### src/rtl/lcrc_32.sv
// Link CRC-32 generator: registers {data, ~crc32(data)} with one cycle of latency.
// Define LCRC_32_ACCUM_EN to accumulate the CRC across words until the next reset.
module lcrc_32 #(
  parameter int WIDTH = 8
) (
  input  logic [WIDTH-1:0]  in,
  input  logic              reset,
  input  logic              clk,
  output logic [WIDTH+31:0] final_out
);

  localparam logic [31:0] POLY_R    = 32'hEDB88320;
  localparam logic [31:0] CRC_SEED  = 32'hFFFFFFFF;

  // Reflected CRC-32 over the whole word, unrolled; bit i of in is the i-th bit on the wire,
  // which gives byte 0 first and LSB-first within each byte.
  function automatic logic [31:0] crc_update(input logic [31:0] seed,
                                             input logic [WIDTH-1:0] data);
    logic [31:0] c;
    c = seed;
    for (int i = 0; i < WIDTH; i++) begin
      c = (c >> 1) ^ (((c[0] ^ data[i]) == 1'b1) ? POLY_R : 32'h0);
    end
    return c;
  endfunction

  logic [31:0]       seed_p0;
  logic [31:0]       crc_p0;
  logic [WIDTH+31:0] out_p1;

`ifdef LCRC_32_ACCUM_EN
  logic [31:0] seed_p1;

  always_ff @(posedge clk) begin
    if (!reset) begin
      seed_p1 <= CRC_SEED;
    end else begin
      seed_p1 <= crc_p0;
    end
  end

  assign seed_p0 = seed_p1;
`else
  assign seed_p0 = CRC_SEED;
`endif

  assign crc_p0 = crc_update(seed_p0, in);

  // ---- stage p0 -> p1: output register ----
  always_ff @(posedge clk) begin
    if (!reset) begin
      out_p1 <= '0;
    end else begin
      out_p1 <= {in, ~crc_p0};
    end
  end

  assign final_out = out_p1;

endmodule

### config.mk
export PLATFORM = sky130hd
export DESIGN_NAME = lcrc_32
export DESIGN_NICKNAME = d
export VERILOG_FILES = /design/src/rtl/lcrc_32.sv
export SDC_FILE = /design/constraint.sdc
export NUM_CORES = 1
export LEC_CHECK = 0
export BUFFER_PORTS_ARGS = -buffer_cell sky130_fd_sc_hd__buf_2
export CAP_MARGIN = 20
export CORE_MARGIN = 3
export CORE_UTILIZATION = 40
export CTS_CLUSTER_DIAMETER = 40
export DETAILED_ROUTE_END_ITERATION = 16
export PLACE_DENSITY_LB_ADDON = 0.08
export REMOVE_ABC_BUFFERS = 1
export SLEW_MARGIN = 30
export SYNTH_ARGS = -nofsm -noshare
export SYNTH_HDL_FRONTEND = slang
export SYNTH_SLANG_ARGS = --single-unit
### constraint.sdc
create_clock -name clk -period 1.1 [get_ports clk]
set_input_delay 0.055 -clock clk [delete_from_list [all_inputs] [get_ports clk]]
set_output_delay 0.055 -clock clk [all_outputs]
set_load 0.005 [all_outputs]
==> metrics.txt <==
GRT Total Usage=between 10 and 15%; DP Wirelength=2170 µm; Die Width=roughly 67 µm; Worst path slowest cell=xnor3_4; Worst-path clk slew=0.06 ns; Crit Path Class=input pin to register; setup violators final=0; CTS tree=built; clk root buf=clkbuf_8; most frequent cells in the layout=buf_2 (49), dfxtp_1 (38), nor2_1 (25); Synth warnings=0; Syn Inst Count=127; Peak VDD IR=between 0.8 and 0.9 mV; Min-Delay Path Class=input pin to register; via total after detailed routing=1000; Hold Buf Count CTS=0; PostCTS Resize Cnt=0; worst slack, placed=-0.0442 ns; Post-route DRC=0; Power Density=1650 nW/µm²; max FFs per register=38; DRT Pass-1 Iters=4; RSZ-0062 raised after global routing=no; vias in the first global route=1032; power share of the clock group=29.4%; Setup Fix Bufs, Post-CTS=0; final setup margin=approximately 0.26 ns; Synth cell types=19; Fin. Hold Viols=0; Worst Path Required=1.31 ns; placed cell areas=1870 µm²; Tmin final=0.842 ns; synthesized area=1470 µm²; Seq pwr share=48.3%; io pins=50; remaining global-route overflow=0; Comb power frac=between 20 and 25%; first-pass GRT wire length=4690 µm; commonest non-fill, non-tap cell in the layout=buf_2; final net count=201; Placeable Area=3440 µm²; largest net degree at the start of global routing=15; GP Congestion=0.789; number of DRC markers in iteration 0=23; antenna viol nets, final=0; sequential area share after synthesis=51.6%; H-tree Lvls=2; diode count=0; clk sinks=38; # rows=21; number of instances in the placed design=230; Worst Tran Pin Value=0.311 ns; synthesis-to-finish area growth=33.1%; syn avg cell area=about 12 µm²; Layout Cells excl Fill=between 200 and 250; CP endpoint kind=register; Max Cap Viol=0; fraction of layout cells with a size suffix above 1=43.2%; sw power=776 µW; CP Cell Sequence=buf_2, xnor3_4, or2_0, a21oi_1; setup_tns=0 ns; Worst Path Max Fanout=3; CTS Buffer Depth=2; slowest stage delay, CP=0.51 ns; initial antenna violation count=0; PortBufs=49; Max Slew Vio Count=0; Num CTS Buffers=5; Initial Utilization=42.8%; Design Area, Final=1960 µm²; switch share=~24%; die area=4450 µm²; WL/cell=11.6 µm; Leakage=0.994 nW; #FFs+latches synth=38; Setup crit start kind=input pin; DR vias/cell=4.20; DIE HEIGHT=66.7 µm; relative slew slack=79.1%; Period Utilization, post-route=76.6%; worst hold path depth=2; FMAX=roughly 1.2 GHz; drt total wl=2760 µm; Worst Path Arrival=1.05 ns; Pint=2.45 mW; status=finished clean
[power groups by stage]
| stage | registers, mW | clock network (mW) | logic [mW] |
|---|---|---|---|
| after floorplan | 1.62 | 0 | 0.366 |
| after global placement | 1.59 | 0 | 0.733 |
| after CTS | 1.56 | 0.986 | 0.740 |
| final | 1.56 | 0.947 | 0.723 |
| after detailed placement | 1.59 | 0 | 0.739 |
| after global routing | 1.57 | 1.04 | 0.807 |
[cell usage after synthesis, drive strengths merged]
library cell	number	share of area (%)
xor2	9	6.4
buf	8	3.4
a21oi	2	0.68
or2	2	0.85
and2	11	4.8
xnor3	6	9.4
xor3	2	3.2
dfxtp	38	52
clkinv	1	0.25
nor2	25	6.4
nand2	2	0.51
xnor2	18	12
clkbuf	3	0.76
[area by class of cell]
cell class	count	area, µm²
Timing Repair Buffer	68	400
Multi-Input combinational cell	77	648
Sequential cell	38	761
Clock inverter	1	5.00
Inverter	1	3.75
Tap cell	46	57.6
Fill cell	315	1480
Clock buffer	7	86.3
[logic make-up after synthesis]
family          after synthesis  synth area share, %
simple gates                 40                 12.6
flops                        38                 51.6
xor+xnor                     35                 30.7
buf+inv                      12                 4.41
compound gates                2                0.679
[critical path, delay by kind of cell]
family | cells | cell delay, ns
compound gates | 1 | 0.14
buf+inv | 1 | 0.13
xor+xnor | 1 | 0.51
simple gates | 1 | 0.23
[final timing paths]
kind                         to  slack, ns  start
setup / recovery  final_out[24]       0.26  in[4]
hold / removal    final_out[10]       0.05  in[2]
[through the flow]
step                hold WS, ns  power (mW)  utilization (%)
floorplan                 0.127        1.98                -
global placement          0.338        2.32             54.3
detailed placement        0.351        2.33             54.3
CTS                      0.0430        3.29             57.0
global route             0.0568        3.42             57.0
finish                   0.0484        3.23             57.0
[layer usage]
metal  GRT usage, %  vias up  part of all wire [%]
met5              0        -                     0
met4           6.85        0                   2.0
met3           5.73        6                   8.1
met2           24.8       36                    49
met1           15.8      454                    41
li1               -      504                     -
Power figures use the tool's default switching activity.
